<file path="src/rtl/mips_mc_ctrl_if.sv">
// Control bus between the multi-cycle MIPS controller and its datapath/memory.
// The controller is the master; datapath-side logic attaches through the slave modport.
interface mips_mc_ctrl_if;
   logic [5:0] opcode;
   logic [5:0] funct;
   logic       bcond;
   logic       mem_ready;
   logic [2:0] aluop;
   logic       alu_src_a;
   logic [1:0] alu_src_b;
   logic       iord;
   logic       mem_read;
   logic       mem_write;
   logic       ir_write;
   logic       pc_write;
   logic [1:0] pc_src;
   logic       reg_write;
   logic       reg_dst;
   logic       mem_to_reg;

   modport master (
      input  opcode, funct, bcond, mem_ready,
      output aluop, alu_src_a, alu_src_b, iord, mem_read, mem_write, ir_write, pc_write,
             pc_src, reg_write, reg_dst, mem_to_reg
   );

   modport slave (
      output opcode, funct, bcond, mem_ready,
      input  aluop, alu_src_a, alu_src_b, iord, mem_read, mem_write, ir_write, pc_write,
             pc_src, reg_write, reg_dst, mem_to_reg
   );
endinterface

</file>
<file path="src/rtl/mips_mc_ctrl.sv">
// Multi-cycle MIPS control FSM: Moore decode of state drives ALU selects and datapath
// strobes; counts retired instructions.
module mips_mc_ctrl #(
   parameter int unsigned RETIRE_W = 32
) (
   input  logic                clk,
   input  logic                rst_n,
   mips_mc_ctrl_if.master      bus,
   output logic                illegal,
   output logic [3:0]          state,
   output logic [RETIRE_W-1:0] retired
);

   typedef enum logic [3:0] {
      StFetch   = 4'd0,
      StDecode  = 4'd1,
      StMemAdr  = 4'd2,
      StMemRd   = 4'd3,
      StMemWb   = 4'd4,
      StMemWr   = 4'd5,
      StRtExe   = 4'd6,
      StRtWb    = 4'd7,
      StBeq     = 4'd8,
      StAddiExe = 4'd9,
      StAddiWb  = 4'd10,
      StJump    = 4'd11
   } state_t;

   state_t              state_q, state_d;
   logic [RETIRE_W-1:0] retired_q;
   logic                retire;

   always_ff @(posedge clk or negedge rst_n) begin
      if (!rst_n) begin
         state_q   <= StFetch;
         retired_q <= '0;
      end else begin
         state_q <= state_d;
         if (retire) retired_q <= retired_q + RETIRE_W'(1);
      end
   end

   always_comb begin
      state_d        = state_q;
      retire         = 1'b0;
      illegal        = 1'b0;
      bus.aluop      = 3'b000;
      bus.alu_src_a  = 1'b0;
      bus.alu_src_b  = 2'b00;
      bus.iord       = 1'b0;
      bus.mem_read   = 1'b0;
      bus.mem_write  = 1'b0;
      bus.ir_write   = 1'b0;
      bus.pc_write   = 1'b0;
      bus.pc_src     = 2'b00;
      bus.reg_write  = 1'b0;
      bus.reg_dst    = 1'b0;
      bus.mem_to_reg = 1'b0;

      case (state_q)
         StFetch: begin
            bus.mem_read  = 1'b1;
            bus.alu_src_b = 2'b01;
            // Reset holds state at FETCH; keep the write strobes quiet until release.
            bus.ir_write  = bus.mem_ready & rst_n;
            bus.pc_write  = bus.mem_ready & rst_n;
            if (bus.mem_ready) state_d = StDecode;
         end
         StDecode: begin
            bus.alu_src_b = 2'b11;
            case (bus.opcode)
               6'b100011, 6'b101011: state_d = StMemAdr;
               6'b000000:            state_d = StRtExe;
               6'b000100:            state_d = StBeq;
               6'b001000:            state_d = StAddiExe;
               6'b000010:            state_d = StJump;
               default: begin
                  illegal = 1'b1;
                  state_d = StFetch;
               end
            endcase
         end
         StMemAdr: begin
            bus.alu_src_a = 1'b1;
            bus.alu_src_b = 2'b10;
            state_d       = (bus.opcode == 6'b100011) ? StMemRd : StMemWr;
         end
         StMemRd: begin
            bus.mem_read = 1'b1;
            bus.iord     = 1'b1;
            if (bus.mem_ready) state_d = StMemWb;
         end
         StMemWb: begin
            bus.reg_write  = 1'b1;
            bus.mem_to_reg = 1'b1;
            retire         = 1'b1;
            state_d        = StFetch;
         end
         StMemWr: begin
            bus.mem_write = 1'b1;
            bus.iord      = 1'b1;
            if (bus.mem_ready) begin
               retire  = 1'b1;
               state_d = StFetch;
            end
         end
         StRtExe: begin
            bus.alu_src_a = 1'b1;
            state_d       = StRtWb;
            case (bus.funct)
               6'b100000: bus.aluop = 3'b000;
               6'b100010: bus.aluop = 3'b001;
               6'b100100: bus.aluop = 3'b010;
               6'b100101: bus.aluop = 3'b011;
               6'b101010: bus.aluop = 3'b100;
               6'b100110: bus.aluop = 3'b101;
               default: begin
                  bus.aluop = 3'b111;
                  illegal   = 1'b1;
                  state_d   = StFetch;
               end
            endcase
         end
         StRtWb: begin
            bus.reg_write = 1'b1;
            bus.reg_dst   = 1'b1;
            retire        = 1'b1;
            state_d       = StFetch;
         end
         StBeq: begin
            bus.alu_src_a = 1'b1;
            bus.aluop     = 3'b001;
            bus.pc_src    = 2'b01;
            bus.pc_write  = bus.bcond;
            retire        = 1'b1;
            state_d       = StFetch;
         end
         StAddiExe: begin
            bus.alu_src_a = 1'b1;
            bus.alu_src_b = 2'b10;
            state_d       = StAddiWb;
         end
         StAddiWb: begin
            bus.reg_write = 1'b1;
            retire        = 1'b1;
            state_d       = StFetch;
         end
         StJump: begin
            bus.pc_write = 1'b1;
            bus.pc_src   = 2'b10;
            retire       = 1'b1;
            state_d      = StFetch;
         end
         default: state_d = StFetch;
      endcase
   end

   assign state   = state_q;
   assign retired = retired_q;

endmodule

</file>
<file path="src/flat_wrapper.sv">
// flat-port wrapper written by rule: the top's interface ports become plain ports
module mips_mc_ctrl_flat 
#(
   parameter int unsigned RETIRE_W = 32
)
  (clk, rst_n, illegal, state, retired, bus_opcode, bus_funct, bus_bcond, bus_mem_ready, bus_aluop, bus_alu_src_a, bus_alu_src_b, bus_iord, bus_mem_read, bus_mem_write, bus_ir_write, bus_pc_write, bus_pc_src, bus_reg_write, bus_reg_dst, bus_mem_to_reg);
  mips_mc_ctrl_if bus_i ();
  input  logic clk;
  input  logic rst_n;
  output logic illegal;
  output logic [3:0] state;
  output logic [RETIRE_W-1:0] retired;
  input wire logic [$bits(bus_i.opcode)-1:0] bus_opcode;
  input wire logic [$bits(bus_i.funct)-1:0] bus_funct;
  input wire logic [$bits(bus_i.bcond)-1:0] bus_bcond;
  input wire logic [$bits(bus_i.mem_ready)-1:0] bus_mem_ready;
  output wire logic [$bits(bus_i.aluop)-1:0] bus_aluop;
  output wire logic [$bits(bus_i.alu_src_a)-1:0] bus_alu_src_a;
  output wire logic [$bits(bus_i.alu_src_b)-1:0] bus_alu_src_b;
  output wire logic [$bits(bus_i.iord)-1:0] bus_iord;
  output wire logic [$bits(bus_i.mem_read)-1:0] bus_mem_read;
  output wire logic [$bits(bus_i.mem_write)-1:0] bus_mem_write;
  output wire logic [$bits(bus_i.ir_write)-1:0] bus_ir_write;
  output wire logic [$bits(bus_i.pc_write)-1:0] bus_pc_write;
  output wire logic [$bits(bus_i.pc_src)-1:0] bus_pc_src;
  output wire logic [$bits(bus_i.reg_write)-1:0] bus_reg_write;
  output wire logic [$bits(bus_i.reg_dst)-1:0] bus_reg_dst;
  output wire logic [$bits(bus_i.mem_to_reg)-1:0] bus_mem_to_reg;
  assign bus_i.opcode = bus_opcode;
  assign bus_i.funct = bus_funct;
  assign bus_i.bcond = bus_bcond;
  assign bus_i.mem_ready = bus_mem_ready;
  assign bus_aluop = bus_i.aluop;
  assign bus_alu_src_a = bus_i.alu_src_a;
  assign bus_alu_src_b = bus_i.alu_src_b;
  assign bus_iord = bus_i.iord;
  assign bus_mem_read = bus_i.mem_read;
  assign bus_mem_write = bus_i.mem_write;
  assign bus_ir_write = bus_i.ir_write;
  assign bus_pc_write = bus_i.pc_write;
  assign bus_pc_src = bus_i.pc_src;
  assign bus_reg_write = bus_i.reg_write;
  assign bus_reg_dst = bus_i.reg_dst;
  assign bus_mem_to_reg = bus_i.mem_to_reg;
  mips_mc_ctrl #(.RETIRE_W(RETIRE_W)) u_core (.clk(clk), .rst_n(rst_n), .bus(bus_i), .illegal(illegal), .state(state), .retired(retired));
endmodule
</file>
<file path="config.mk">
export PLATFORM = sky130hd
export DESIGN_NAME = mips_mc_ctrl_flat
export DESIGN_NICKNAME = d
export VERILOG_FILES = /design/src/rtl/mips_mc_ctrl_if.sv /design/src/rtl/mips_mc_ctrl.sv /design/src/flat_wrapper.sv
export SDC_FILE = /design/constraint.sdc
export NUM_CORES = 1
export LEC_CHECK = 0
export ABC_AREA = 1
export CAP_MARGIN = 20
export CORE_MARGIN = 5
export CORE_UTILIZATION = 45
export DETAILED_ROUTE_END_ITERATION = 16
export PLACE_DENSITY_LB_ADDON = 0.25
export SYNTH_ARGS = -nofsm -noshare
export SYNTH_HDL_FRONTEND = slang
export SYNTH_SLANG_ARGS = --single-unit
</file>
<file path="constraint.sdc">
create_clock -name clk -period 1.35 [get_ports clk]
set_input_delay 0.2025 -clock clk [delete_from_list [all_inputs] [get_ports clk]]
set_output_delay 0.2025 -clock clk [all_outputs]
set_load 0.01 [all_outputs]
</file>
# Word level (Yosys, flattened, before mapping)
# Index checks and enable logic that the tools add are counted.
# Widths: inputs -> output; s select.
dict set report totals {
  register_bits 36
  input_bits 16
  output_inout_bits 53
}
dict set report classes {
  addsub 1
  eq_ne 25
  muxes 25
  bitwise 1
  reduce_logical 12
}
# cell count
set op_table {}
lappend op_table {{$eq 6x6->1 const B} 8}
lappend op_table {{$add 32x1->32 const B} 1}
lappend op_table {{$pmux 4 s7} 1}
lappend op_table {{$pmux 4 s5} 1}
lappend op_table {{$pmux 3 s6} 1}
lappend op_table {{$eq 4x3->1 const B} 4}
lappend op_table {{$eq 4x4->1 const B} 4}
lappend op_table {{$mux 4} 3}
lappend op_table {{$reduce_or 6->1} 2}
lappend op_table {{$mux 1} 11}
lappend op_table {{$eq 4x2->1 const B} 2}
lappend op_table {{$reduce_or 2->1} 4}
lappend op_table {{$eq 6x2->1 const B} 1}
lappend op_table {{$eq 6x3->1 const B} 1}
lappend op_table {{$eq 6x4->1 const B} 1}
lappend op_table {{$logic_not 6->1} 1}
lappend op_table {{$mux 3} 2}
lappend op_table {{$ne 2x2->1 const B} 3}
lappend op_table {{$pmux 2 s3} 1}
lappend op_table {{$pmux 3 s2} 1}
lappend op_table {{$reduce_or 5->1} 1}
lappend op_table {{$eq 4x1->1 const B} 1}
lappend op_table {{$logic_not 4->1} 1}
lappend op_table {{$pmux 1 s2} 2}
lappend op_table {{other kinds (6)} 6}

# Depth between registers and ports, before layout
dict set report logic_depth {
  depth_word 4
  depth_mapped 10
  ltp_nobuf 10
}

# Least setup slack after synthesis
# OpenSTA, ideal clock, no wires.
dict set report synth_timing {
  path_kind {reg-to-reg}
  from {register u_core.retired_q[0], in the netlist u_core.retired[0]}
  to {register u_core.retired_q[10], in the netlist u_core.retired[10]}
  setup_time_ns 0.129
  arrival_ns 1.437
  setup_slack_ns -0.216
  path_stages_with_launch 9
  path_buffers 0
  synth_period_minus_slack_ns 1.566
  cell_sequence {dfrtp_1 > ha_1 > nand3_1 > nor2_1 > nand2_1 > inv_1 > nor2_1 > o21ai_0 > o21ai_0}
}
dict set report synth_between {
  elab_chain_len 1
}
# item line_no
set synth_lines {}
lappend synth_lines {{start, declared} mips_mc_ctrl.sv:30} ;# logic [RETIRE_W-1:0] retired_q;
lappend synth_lines {{start signal, assigned} mips_mc_ctrl.sv:39} ;# if (retire) retired_q <= retired_q + RETIRE_W'(1);
lappend synth_lines {{$add 32x1->32} mips_mc_ctrl.sv:39}
# Every way passes these cells.
# A chain may end at the register's enable or synchronous reset.

# Worst setup path in the final report
dict set report layout_timing {
  from {register u_core.state_q[0], in the netlist u_core.state[0]}
  to {register u_core.retired_q[28], in the netlist u_core.retired[28]}
}
dict set report layout_between {
  elab_chain_len 3
  word_cells_on_any_way 8
  cone_classes {eq/ne (6); mux (1); reduce/logical (1)}
}
# item line_no
set layout_lines {}
lappend layout_lines {{start, declared} mips_mc_ctrl.sv:29} ;# state_t state_q, state_d;
lappend layout_lines {{start signal, assigned} mips_mc_ctrl.sv:35} ;# state_q <= StFetch;
lappend layout_lines {{start signal, assigned} mips_mc_ctrl.sv:38} ;# state_q <= state_d;
lappend layout_lines {{$eq 4x3->1 or $eq 4x4->1 (tied branches)} mips_mc_ctrl.sv:60} ;# case (state_q)
lappend layout_lines {{$reduce_or 5->1 (no source line)} -}
lappend layout_lines {{$pmux 1 s2 *} mips_mc_ctrl.sv:60}
# Every way passes the cells marked *; elsewhere a longest branch is shown, timed or not.

==> run summary <==
The run finished, with violations left. The final reports fail on setup timing. The first-pass GRT wire length came out at 17100 µm. The clock-pin slew reported for the worst setup and hold paths after clock tree synthesis came out at 90 ps. In this run the vertical extent of the chip is roughly 88 µm. The relative area change from synthesis to final layout came out at 87.6%.

Dividing the final minimum period by the clock period gives 139%. The cell count after synthesis came out at between 400 and 500. The count of clock tree sinks came out at 36. The overall routed net length came out at about 14000 µm. The H-tree depth came out at 2. The count of port buffers added during placement is slightly below 70. The post-synthesis cell type count came out at 20. Summing the areas of all and, or, nand and nor instances in the mapped netlist gives 50.9% of the synthesized area. A synthesized cell averages just under 6 µm². The overall global routing resource usage came out at about 28%. The mean number of vias per cell is 5.76.

The number of warnings reported in the yosys synthesis log is 0. The worst setup path is captured at a flip-flop. After synthesis, the largest family of logic cells by area is simple AND/OR/NAND/NOR gates. The I/O pin count is 69. OpenSTA, run right after detailed placement, puts the worst setup slack at -681 ps. The arrival time at the worst endpoint came out at about 2000 ps. For this run, the post-layout net count is between 600 and 700. The shortest period the worst path allows is around 1900 ps. The half-perimeter wire length of the detailed placement result came out at approximately 6900 µm. The complex-gate fraction of the synthesized area is approximately 4.4%. The worst hold path belongs to the class in -> async.

The number of cells on the worst reg-to-reg path is 12. In this run the power density over the cells is about 1000 nW/µm². The root buffer cell is sky130_fd_sc_hd__clkbuf_8.

The congestion estimate from routability-driven global placement came to 1.01. The number of placement rows came out at 28. The post-route DRC violation count is 0. The number of buffers created by CTS came out at 5. The clock tree from TritonCTS is built.

The synthesized cell area came out at ~2700 µm². The share of flip-flops with an asynchronous set or reset came out at 100%. Across all setup checks in the final design, the least slack found is -522 ps. Setup violations remaining at the end of the flow were counted as 53. The synthesized netlist devotes 2.91% of its cell area to XOR and XNOR gates. At the pin with the least slew margin, the transition time is roughly 500 ps. The end point of the critical path is u_core.retired[28]$_DFFE_PN0P_.

The final instance area is around 5100 µm². The library cell used most frequently in the layout, excluding fill and tap cells, is sky130_fd_sc_hd__nand2_1. The first routing iteration left approximately 580 violations. After Yosys synthesis, full adders, half adders and majority gates account for less than 1% of the synthesized area. Dividing the detail-routed wire length by the instance count gives ~19 µm. The number of nets in the synthesized netlist is 477. The final-layout fill cell count came out at between 300 and 400. The register bit count reported by yosys came out at 36.

At the later pin of the worst-skew pair, clock insertion delay measures 300 ps. The maximum ir drop on the vdd rail came out at ~880 µV. The biggest fanout along the worst timing path is 6. Leaving out fill and tap cells, the most frequent cells in the layout are sky130_fd_sc_hd__nand2_1, sky130_fd_sc_hd__buf_4, sky130_fd_sc_hd__nor2_1. The worst clock skew came out at 14.7 ps. Timing would allow up to ~0.53 GHz. The static leakage is approximately 2.8 nW. The element type at the critical path start is a flip-flop.

The post-place instance area came out at 4030 µm². The startpoint of the worst-slack reg-to-reg timing path is u_core.state[0]$_DFFE_PN0P_. The initial core utilization is 46.0%.

The critical path startpoint is u_core.state[0]$_DFFE_PN0P_. The maximum number of pins on one net before global-route repair is 37. The number of failing hold endpoints at the final stage is 0. The number of antenna violations at the first check in global routing was 0. Max-cap violations in this run came to 0. After synthesis, the share of cell area in mux cells is 0%. The worst flop-to-flop path endpoint is u_core.retired[28]$_DFFE_PN0P_.

The floorplan step defined a die boundary enclosing 7660 µm². The total overflow reported by the global router came out at 0. The number of global-route vias before repair is approximately 3700.

The number of optimization iterations in the first detailed-route pass came out at 7. The worst relative slew slack is 66.6%. The chip width came out at around 88 µm. The layout cell share with drive strength beyond 1 is approximately two fifths. The routed layout has about 4200 vias. The final number of max-transition violations came out at 0.

The part of the Yosys area used for sequential elements is 33.3%. The predominant post-synthesis flop cell is sky130_fd_sc_hd__dfrtp_1. Setup repair after global routing could not meet its margin everywhere. The reg2reg setup slack is -520 ps. The number of synthesized flops with an enable pin is 0. The longest clock path from root to sink contains 2 buffers. The setup path with the least slack is of type reg -> reg. The required time of the worst setup path is 1540 ps.

The placeable core area is around 5900 µm². The count of inserted antenna diode cells came out at 0. The number of nets still failing antenna checks after routing is 0.
## power by group
part / switching [mW] / total (mW) / internal [mW]
sequential: 0.0960 / 1.27 / 1.18
combinational: 1.56 / 3.09 / 1.53
clock: 0.459 / 0.873 / 0.414
total: 2.12 / 5.24 / 3.12
## cell families after synthesis
family                     count (synthesis)
and+or+nand+nor                          339
xor gates and xnor gates                   9
AOI/OAI and AO/OA                         24
DFF                                       36
adders and majority gates                  1
buffers and inverters                     51
## worst min-delay path by stage
stage | startpoint | to | slack, ps | depth (start not counted)
floorplan | rst_n | u_core.retired[0]$_DFFE_PN0P_ | -90 | 0
finish | rst_n | u_core.retired[16]$_DFFE_PN0P_ | 30 | 2
global placement | rst_n | u_core.retired[4]$_DFFE_PN0P_ | 350 | 2
detailed placement | rst_n | u_core.retired[3]$_DFFE_PN0P_ | 360 | 2
global route | rst_n | u_core.retired[4]$_DFFE_PN0P_ | 70 | 2
CTS | rst_n | u_core.retired[3]$_DFFE_PN0P_ | 40 | 2
## through the flow
step | TNS (ps) | hold WS (ps) | total power [mW] | std cells | utilization (%)
global route | -22530 | 70.2 | 5.44 | 733 | 86.2
floorplan | -341 | -93.1 | 2.08 | 460 | -
detailed placement | -19050 | 360 | 3.14 | 671 | 68.5
global placement | -17600 | 352 | 3.12 | 671 | 68.5
finish | -19740 | 30.5 | 5.24 | 733 | 86.2
CTS | -13260 | 42.8 | 4.46 | 718 | 76.9
## state kept, by name, summed over array words and instances, names as in the netlist
register        count
u_core.retired     32
u_core.state        4
## worst max-delay path, stage by stage, from the launching register on
cell and delay, ps:
sky130_fd_sc_hd__dfrtp_1 410, sky130_fd_sc_hd__inv_2 90, sky130_fd_sc_hd__buf_6 140, sky130_fd_sc_hd__nor2_4 150
sky130_fd_sc_hd__buf_6 130, sky130_fd_sc_hd__nand2_4 70, sky130_fd_sc_hd__nor2_4 150, sky130_fd_sc_hd__nor2_4 60
sky130_fd_sc_hd__nand2_4 110, sky130_fd_sc_hd__buf_12 180, sky130_fd_sc_hd__inv_8 60, sky130_fd_sc_hd__nand2_1 100
sky130_fd_sc_hd__nand2_1 100
## area by class of cell
type                       instances  area [µm²]  area share (%)
tap                               75        93.8            1.85
inverter                          45         199            3.92
clock buffer                       6        82.6            1.63
timing repair buffer             193        1710            33.7
clock inverter                     2        15.0           0.296
timing repair inverter             3        38.8           0.764
sequential                        36         912            18.0
multi-input combinational        373        2020            39.9
## routing by layer
| metal | vias up | track usage, % | wire (µm) |
|---|---|---|---|
| met5 | - | 0 | 0 |
| met1 | 1917 | 32.6 | 4630 |
| met2 | 362 | 50.3 | 6380 |
| met4 | 0 | 13.7 | 1210 |
| met3 | 131 | 5.46 | 1480 |
| li1 | 1809 | - | - |
## what timing repair did
action / CTS / global route
buffers inserted: 40 / 15
endpoints found under the hold margin: 0 / 0
pin swaps: 13 / 44
setup endpoints to repair: 87 / 62
hold buffers: 0 / 0
gates resized for setup: 201 / 132
cloned: 3 / 4
## synthesized netlist by cell type, types with 3 or more instances
cell,n,area [µm²]
sky130_fd_sc_hd__a21oi_1,7,35.0
sky130_fd_sc_hd__nand4_1,5,31.3
sky130_fd_sc_hd__nand2_2,3,18.8
sky130_fd_sc_hd__nand3_1,16,80.1
sky130_fd_sc_hd__nor2_1,87,327
sky130_fd_sc_hd__inv_1,43,161
sky130_fd_sc_hd__xor2_1,8,70.1
sky130_fd_sc_hd__o21ai_0,17,85.1
sky130_fd_sc_hd__nand2_1,209,785
sky130_fd_sc_hd__nand3b_1,15,113
sky130_fd_sc_hd__dfrtp_1,36,901
Note: power is estimated with default switching activity, not from simulation.
